==> src/rtl/frame_former_scheduler.sv <==
// Round-robin scheduler sharing one frame former between NUM_CH show-ahead payload FIFOs.
// A channel is admitted only once its FIFO already holds a whole frame of payload.
module frame_former_scheduler #(
  parameter int NUM_CH = 4,
  parameter int CNT_W  = 12,
  parameter int DATA_W = 64
) (
  input  logic                     ACLK,
  input  logic                     ARESET,
  input  logic [NUM_CH*CNT_W-1:0]  ch_count,
  input  logic [NUM_CH*DATA_W-1:0] ch_data,
  output logic [NUM_CH-1:0]        ch_rd_en,
  input  logic [NUM_CH-1:0]        cfg_enable,
  input  logic [NUM_CH*48-1:0]     cfg_dest_addr,
  input  logic [NUM_CH*16-1:0]     cfg_sync_word,
  input  logic [13:0]              cfg_packet_size,
  output logic                     ffm_is_empty,
  input  logic                     ffm_ready,
  output logic [DATA_W-1:0]        ffm_data,
  output logic [47:0]              ffm_dest_addr,
  output logic [15:0]              ffm_sync_word,
  output logic [13:0]              ffm_packet_size,
  input  logic [13:0]              ffm_state,
  input  logic                     m_axis_tvalid,
  input  logic                     m_axis_tready,
  input  logic                     m_axis_tlast,
  output logic [2:0]               grant_id,
  output logic                     busy,
  output logic [15:0]              frame_count,
  output logic                     err_underrun,
  output logic                     err_cfg
);

  localparam logic [2:0] S_IDLE   = 3'd0;
  localparam logic [2:0] S_ARB    = 3'd1;
  localparam logic [2:0] S_LAUNCH = 3'd2;
  localparam logic [2:0] S_RUN    = 3'd3;
  localparam logic [2:0] S_DONE   = 3'd4;

  localparam int         CMP_W   = (CNT_W > 14) ? CNT_W : 14;
  localparam logic [2:0] RR_INIT = 3'(NUM_CH - 1);

  logic [2:0]  state_q, state_d;
  logic [2:0]  rr_q, rr_d;
  logic [2:0]  grant_q, grant_d;
  logic [47:0] dest_q, dest_d;
  logic [15:0] sync_q, sync_d;
  logic [13:0] psize_q, psize_d;
  logic [13:0] beats_q, beats_d;
  logic [15:0] fcnt_q, fcnt_d;
  logic        err_ur_q, err_ur_d;
  logic        err_cfg_q, err_cfg_d;
  logic        busy_q, busy_d;

  logic [13:0] need_s;
  logic        size_ok_s;
  logic [7:0]  elig_s;
  logic        found_s;
  logic [2:0]  pick_s;
  logic [7:0]  rd_full_s;
  logic        tlast_hs_s;

  function automatic logic [2:0] rr_idx(input logic [2:0] base, input int k);
    rr_idx = 3'((int'(base) + k) % NUM_CH);
  endfunction

  // Eligibility per channel and round-robin search starting just after the last grant
  always_comb begin
    need_s    = cfg_packet_size - 14'd2;
    size_ok_s = (cfg_packet_size >= 14'd3);
    elig_s    = 8'd0;
    for (int i = 0; i < NUM_CH; i++) begin
      elig_s[i] = cfg_enable[i] & size_ok_s &
                  (CMP_W'(ch_count[i*CNT_W +: CNT_W]) >= CMP_W'(need_s));
    end
    found_s = 1'b0;
    pick_s  = 3'd0;
    // Walk from farthest to nearest so the nearest eligible channel wins.
    for (int k = NUM_CH; k >= 1; k--) begin
      found_s = found_s | elig_s[rr_idx(rr_q, k)];
      pick_s  = elig_s[rr_idx(rr_q, k)] ? rr_idx(rr_q, k) : pick_s;
    end
  end

  assign tlast_hs_s = m_axis_tvalid & m_axis_tready & m_axis_tlast;

  // Next-state logic for the scheduler FSM and all per-frame registers
  always_comb begin
    state_d   = state_q;
    rr_d      = rr_q;
    grant_d   = grant_q;
    dest_d    = dest_q;
    sync_d    = sync_q;
    psize_d   = psize_q;
    beats_d   = beats_q;
    fcnt_d    = fcnt_q;
    err_ur_d  = err_ur_q;
    err_cfg_d = err_cfg_q;
    busy_d    = busy_q;
    case (state_q)
      S_IDLE: begin
        state_d = S_ARB;
      end
      S_ARB: begin
        if (!size_ok_s) begin
          err_cfg_d = 1'b1;
        end else if (found_s) begin
          grant_d = pick_s;
          rr_d    = pick_s;
          dest_d  = cfg_dest_addr[pick_s*48 +: 48];
          sync_d  = cfg_sync_word[pick_s*16 +: 16];
          psize_d = cfg_packet_size;
          beats_d = need_s;
          busy_d  = 1'b1;
          state_d = S_LAUNCH;
        end else begin
          state_d = S_ARB;
        end
      end
      S_LAUNCH: begin
        // A tlast seen here cannot belong to this frame; the former is still in state 0.
        if (ffm_state != 14'd0) begin
          state_d = S_RUN;
        end else begin
          state_d = S_LAUNCH;
        end
      end
      S_RUN: begin
        if (ffm_ready && (beats_q != 14'd0)) begin
          beats_d = beats_q - 14'd1;
        end else if (ffm_ready) begin
          err_ur_d = 1'b1;
        end else begin
          beats_d = beats_q;
        end
        if (tlast_hs_s) begin
          state_d = S_DONE;
        end else begin
          state_d = S_RUN;
        end
      end
      S_DONE: begin
        fcnt_d  = fcnt_q + 16'd1;
        busy_d  = 1'b0;
        state_d = S_ARB;
      end
      default: begin
        state_d = S_IDLE;
      end
    endcase
  end

  // Payload steering and launch request toward the shared former
  always_comb begin
    rd_full_s = 8'd0;
    if ((state_q == S_RUN) && ffm_ready && (beats_q != 14'd0)) begin
      rd_full_s[grant_q] = 1'b1;
    end else begin
      rd_full_s = 8'd0;
    end
    ch_rd_en     = rd_full_s[NUM_CH-1:0];
    ffm_data     = ch_data[grant_q*DATA_W +: DATA_W];
    ffm_is_empty = !((state_q == S_LAUNCH) && (ffm_state == 14'd0));
  end

  // State registers with synchronous reset
  always_ff @(posedge ACLK) begin
    if (ARESET) begin
      state_q   <= S_IDLE;
      rr_q      <= RR_INIT;
      grant_q   <= 3'd0;
      dest_q    <= 48'd0;
      sync_q    <= 16'd0;
      psize_q   <= 14'd0;
      beats_q   <= 14'd0;
      fcnt_q    <= 16'd0;
      err_ur_q  <= 1'b0;
      err_cfg_q <= 1'b0;
      busy_q    <= 1'b0;
    end else begin
      state_q   <= state_d;
      rr_q      <= rr_d;
      grant_q   <= grant_d;
      dest_q    <= dest_d;
      sync_q    <= sync_d;
      psize_q   <= psize_d;
      beats_q   <= beats_d;
      fcnt_q    <= fcnt_d;
      err_ur_q  <= err_ur_d;
      err_cfg_q <= err_cfg_d;
      busy_q    <= busy_d;
    end
  end

  assign ffm_dest_addr   = dest_q;
  assign ffm_sync_word   = sync_q;
  assign ffm_packet_size = psize_q;
  assign grant_id        = grant_q;
  assign busy            = busy_q;
  assign frame_count     = fcnt_q;
  assign err_underrun    = err_ur_q;
  assign err_cfg         = err_cfg_q;

endmodule

==> config.mk <==
export PLATFORM = sky130hd
export DESIGN_NAME = frame_former_scheduler
export DESIGN_NICKNAME = d
export VERILOG_FILES = /design/src/rtl/frame_former_scheduler.sv
export SDC_FILE = /design/constraint.sdc
export NUM_CORES = 1
export LEC_CHECK = 0
export ABC_AREA = 1
export ABC_CLOCK_PERIOD_IN_PS = 3350
export BUFFER_PORTS_ARGS = -buffer_cell sky130_fd_sc_hd__buf_4
export CAP_MARGIN = 20
export CORE_AREA = 8 8 296 298
export CTS_CLUSTER_SIZE = 16
export DETAILED_ROUTE_END_ITERATION = 6
export DIE_AREA = 0 0 304 306
export PLACE_DENSITY = 0.42
export REMOVE_ABC_BUFFERS = 1
export SKIP_LAST_GASP = 1
export SLEW_MARGIN = 10
export SYNTH_ARGS = -nofsm -noshare
export SYNTH_HDL_FRONTEND = slang
export SYNTH_SLANG_ARGS = --single-unit
==> constraint.sdc <==
create_clock -name ACLK -period 3.35 [get_ports ACLK]
set_clock_uncertainty 0.05 [all_clocks]
set_input_delay 0.1675 -clock ACLK [delete_from_list [all_inputs] [get_ports ACLK]]
set_output_delay 0.1675 -clock ACLK [all_outputs]
set_load 0.01 [all_outputs]
-- Word level (Yosys, flattened, before mapping)
Index checks and enable logic that the tools add are counted.
- reduce and logical (&&, ||, !) cells: 22
- equal/unequal tests: 7
- shift-type cells: 3
- multiplexer cells: 27
- $add $sub $neg: 7
- $mul: 1
- bitwise gates (word level): 19
- order comparisons: 11
- operator list (operator ; number):
    variable part select 256 x 10 -> 64 bit ; 1
    variable part select 192 x 10 -> 48 bit ; 1
    variable part select 64 x 8 -> 16 bit ; 1
    greater-or-equal comparator 12 x 14 -> 1 bit ; 4
    two-way mux 14 bit ; 3
    case mux 14 bit (2 select lines) ; 1
    nonzero test 14 bit ; 2
    < comparator 3 x 4 -> 1 bit, second input constant ; 5
    two-way mux 3 bit ; 6
    adder 16 x 1 -> 16 bit, second input constant ; 1
    greater-or-equal comparator 14 x 2 -> 1 bit, second input constant ; 1
    zero test 14 bit ; 1
    subtractor 14 x 1 -> 14 bit, second input constant ; 1
    subtractor 14 x 2 -> 14 bit, second input constant ; 1
    binary-select mux 1 bit (select 3 bit) ; 4
    case mux 3 bit (4 select lines) ; 1
    AND 1 bit ; 10
    OR reduction 2 bit ; 5
    AND reduction 3 bit ; 3
    two-way mux 1 bit ; 8
    == test 3 x 2 -> 1 bit, second input constant ; 2
    != test 2 bit, second input constant ; 3
    logical AND 1 bit ; 5
    multiplier 3 x 2 -> 5 bit, second input constant ; 1
    17 further kinds ; 26
- word-level logic and storage cells: 108
- input port bits: 598
- bits in registers: 119
- output and inout bits: 169

-- Longest topological paths before layout
- depth in word-level cells: 11
- depth in mapped cells: 32
- mapped depth without buffers: 30

-- Least setup slack after synthesis
Ideal clock, no wire load.
- kind: input to register
- start point: input cfg_packet_size[2]
- end point: register dest_q[36] (netlist: ffm_dest_addr[36])
- setup time: 0.109 ns
- data required time: 3.191 ns
- path buffers: 2
- path slack: 0.158 ns
- data arrival time: 3.033 ns
- cell stages on the path: 31
- cell sequence: inv_1 -> ha_1 -> nand2_1 -> nor2_2 -> nand3_1 -> xor2_1 -> ha_1 -> nand2_1 -> nor2_1 -> nand2_1 -> nand2_1 -> a21oi_1 -> nand3_1 -> nand2_1 -> nand2_1 -> nand2_1 -> nand2_1 -> nand3_1 -> nand2_1 -> nand2_1 -> nand2_1 -> inv_2 -> nand2_1 -> nand3_2 -> buf_2 -> buf_2 -> nand3_1 -> nand3_1 -> nand3_1 -> nand2_1 -> inv_1
- longest elaborated chain between the ends: 11
- elaborated cells between the ends (all ways): 32
- those cells by class: add/sub: 1; mul: 1; order compare: 5; shift: 1; mux: 12; bitwise: 11; reduce/logical: 1
- RTL lines (element ; RTL line ; source):
    from (decl) ; 16 ; input logic [13:0] cfg_packet_size,
    subtractor 14 x 2 -> 14 bit / greater-or-equal comparator 14 x 2 -> 1 bit (equally long branches) ; 69, 70 ;
    greater-or-equal comparator 12 x 14 -> 1 bit / AND 1 bit (equally long branches) ; 74, 73 ;
    AND 1 bit ; 73 ; elig_s[i] = cfg_enable[i] & size_ok_s &
    binary-select mux 1 bit (select 3 bit) ; 80, 81 ;
    two-way mux 1 bit (not written as such) ; 80, 81 ;
    two-way mux 3 bit (4 in a row) ; 81 ; pick_s = elig_s[rr_idx(rr_q, k)] ? rr_idx(rr_q, k) : pick_s;
    multiplier 3 x 2 -> 5 bit ; 110 ; dest_d = cfg_dest_addr[pick_s*48 +: 48];
    variable part select 192 x 10 -> 48 bit ; 110 ;
    to (signal assigned) ; 184 ; dest_q <= dest_d;
    to (decl) ; 46 ; logic [47:0] dest_q, dest_d;
Parallel ways exist; a longest one is shown, timed or not. The select of a mux whose other input is x is not followed.
A chain may end at the register's enable or synchronous reset.

-- Worst setup path after layout
- start point: input cfg_packet_size[2]
- end point: register dest_q[15] (netlist: ffm_dest_addr[15])
Same word-level chain as after synthesis.

==> results.json <==
{
  "maxSlewViolCount": 0,
  "p_leak_nw": 10.3,
  "fin_area_um2": 20900,
  "drt_iter0_drc": 1104,
  "vias_per_cell": 4.13,
  "drt-pass1-iter-count": 5,
  "cp-end-kind": "flip-flop",
  "crit_end": "ffm_dest_addr[15]$_SDFFE_PP0P_",
  "placementRows": 106,
  "cp_slowest_cell": "ha_4",
  "syn_avg_cell_area_um2": 5.79,
  "worst_pin_slew_ps": 796,
  "start_util_pct": 13.0,
  "synth_cells": 1862,
  "grt_pass1_vias": 16200,
  "clkSinkCount": 118,
  "power.density_nw_per_um2": 315,
  "ys_warn_count": 0,
  "cp_max_fo": 7,
  "dpl_cell_area_um2": 18300,
  "r2r_slack_ps": 920,
  "p_total_mw": 6.59,
  "cpPeakStageDelay_ps": 260,
  "die_h_um": 306,
  "cp.depth": 30,
  "die-area_um2": 93000,
  "vdd_ir_drop_max_v": 0.000397,
  "fin_crit_ps": 3220,
  "grt.total_usage_pct": 16.7,
  "grt_start_max_net_pins": 91,
  "crit_family": "simple AND/OR/NAND/NOR gates",
  "drt_wl_total_mm": 84.5,
  "clk_pin_slew_worst_paths_ps": 60,
  "htreeDepth": 4,
  "finalNetCount": 3408,
  "fin_crit_sh_pct": 96.0,
  "tritoncts": "built",
  "cts.root.buffer_cell": "clkbuf_16",
  "outcome": "complete, no violations",
  "rsz0062_at_grt": "yes",
  "dp.cells": 3677,
  "crit_required_ps": 3660,
  "clk_latency_ps": 470,
  "path_common_cell": "nand2_1",
  "antenna_found_initial": 24,
  "worstReg2RegStart": "state_q[0]$_SDFFE_PP0N_",
  "area.growth.synth_to_final_pct": 93.7,
  "pre_cts_slack_ps": -649,
  "vias": 16000,
  "design.core.area_um2": 82900,
  "dieWidth_um": 304,
  "drive_gt1_share_pct": 35.4,
  "worstHoldStart": "cfg_dest_addr[179]",
  "worstHoldPathType": "primary input to flip-flop",
  "wl_per_cell_um": 21.8,
  "cp-startpoint": "cfg_packet_size[2]",
  "grt_overflow": 0,
  "port_buffers": 765,
  "ys_types": 39,
  "stdcell_count": 3870,
  "synth_top_area_share_pct": 21.9,
  "yosysSeqAreaShare_pct": 21.9,
  "gp_congestion": 0.858,
  "path_class": "primary input to flip-flop",
  "drc_errors": 0,
  "hold_slack_ps": 8.89,
  "clockBufferDepth": 2,
  "layout_setup_ws_ps": 135,
  "maxSlewHeadroom_pct": 46.9,
  "worstRegToRegCells": 13,
  "finalSetupViolations": 0,
  "grt_pass1_wl_mm": 115,
  "cts_buffers": 17,
  "reg2reg_to": "frame_count[15]$_SDFFE_PP0P_",
  "synth_seq_cells": 118,
  "start_kind": "primary input",
  "fillers": 9321,
  "fmax_ghz": 0.311,
  "drv_cap": 0,
  "hpwl_mm": 68.2,
  "synth_area_leader_cell": "dfxtp_1",
  "yosys-top-cells-area": "dfxtp_1, nand3_1, nand2_1",
  "pin_count": 767,
  "hold_violations": 0,
  "synth_area_um2": 10800,
  "ant_nets": 0,
  "cp_num_buf_inv": 8,
  "crit_arrival_ps": 3520
}
stage by stage:
stage,TNS [ps],utilization [%]
floorplan,-290210,-
global placement,-44990,22.1
detailed placement,-48700,22.1
CTS,0,24.4
global route,-3560,25.2
finish,0,25.2
cells in the mapped netlist:
master,count
a211oi_1,4
a21boi_0,1
a21o_1,1
a21oi_1,75
a21oi_2,1
a22oi_1,64
a311oi_1,1
a31oi_1,5
and3_1,2
buf_1,9
buf_2,38
buf_4,10
buf_6,11
clkbuf_1,56
conb_1,1
dfxtp_1,118
ha_1,47
inv_1,243
inv_2,7
nand2_1,381
nand2_2,3
nand3_1,408
nand3_2,2
nand3b_1,38
nand4_1,4
nor2_1,223
nor2_2,3
nor3_1,28
nor4_1,4
o211ai_1,1
o21a_1,2
o21ai_0,47
o21ai_1,1
o21ai_2,1
o21bai_1,3
o41a_1,1
or4_1,3
xnor2_1,1
xor2_1,14
power by group:
| group | switching (mW) | internal [mW] | leakage (nW) | total, mW |
|---|---|---|---|---|
| clock | 0.898 | 1.08 | 0.284 | 1.98 |
| combinational | 1.56 | 1.46 | 9.03 | 3.02 |
| sequential | 0.0854 | 1.51 | 0.959 | 1.59 |
| total | 2.54 | 4.05 | 10.3 | 6.59 |
placed cells by master, fill, tap and decap left out, drive strengths merged, types with 47 or more instances in the layout:
cell type / count
a21oi: 76
a22oi: 64
buf: 872
dfxtp: 118
dlygate4sd3: 127
ha: 47
inv: 257
nand2: 384
nand3: 410
nor2: 226
o21ai: 49
what timing repair did:
action | CTS | global route
gates cloned | 0 | 9
buffers inserted | 0 | 11
pin swaps | 0 | 24
gates resized for setup | 1 | 76
hold endpoints to repair | 51 | 0
hold buffers | 127 | 0
setup endpoints to repair | 47 | 97
cells by family after synthesis:
group | Yosys count | synth area share [%]
compound gates | 208 | 11.6
xor+xnor | 15 | 1.22
fa+ha+maj | 47 | 5.45
buf+inv | 374 | 14.6
flops | 118 | 21.9
other cells | 1 | 0.0348
simple gates | 1099 | 45.2
worst min path at each step:
| stage | endpoint | slack [ps] | cells after the start |
|---|---|---|---|
| after floorplan | beats_q[5]$_SDFFE_PP0P_ | 190 | 1 |
| after CTS | ffm_sync_word[15]$_SDFFE_PP0P_ | 0.8 | 7 |
| after detailed placement | ffm_sync_word[12]$_SDFFE_PP0P_ | 350 | 3 |
| after global routing | ffm_dest_addr[35]$_SDFFE_PP0P_ | 40 | 5 |
| final | ffm_dest_addr[35]$_SDFFE_PP0P_ | 9 | 5 |
| after global placement | ffm_sync_word[12]$_SDFFE_PP0P_ | 350 | 3 |
worst min-delay path, cell delays in order:
cell and delay [ps]:
buf_4 80, nand2_2 70, nand2_1 60, a21oi_1 30, nor2_1 70
cell type report:
cell class                 instances  area [um^2]  area share, %
clock inverter                    14          134          0.641
sequential                       118         2370           11.3
clock buffer                      18          450           2.16
antenna                           14         35.0          0.168
timing repair buffer            1006         8430           40.3
inverter                         250          948           4.54
multi-input combinational       1370         7180           34.4
tap                             1080         1350           6.47
state kept, by name, summed over array words and instances, names as in the netlist:
signal / count
ffm_dest_addr: 48
ffm_packet_size: 14
rr_q: 2
ffm_sync_word: 16
err_underrun: 1
grant_id: 2
frame_count: 16
beats_q: 14
state_q: 3
busy: 1
err_cfg: 1
routing by layer:
layer	global-route usage, %	part of all wire [%]
met3	4.65	6.6
met1	18.3	38
met5	0	0.040
met2	28.6	50
met4	10.3	5.3
No activity file was read; power rests on OpenSTA's default activity.
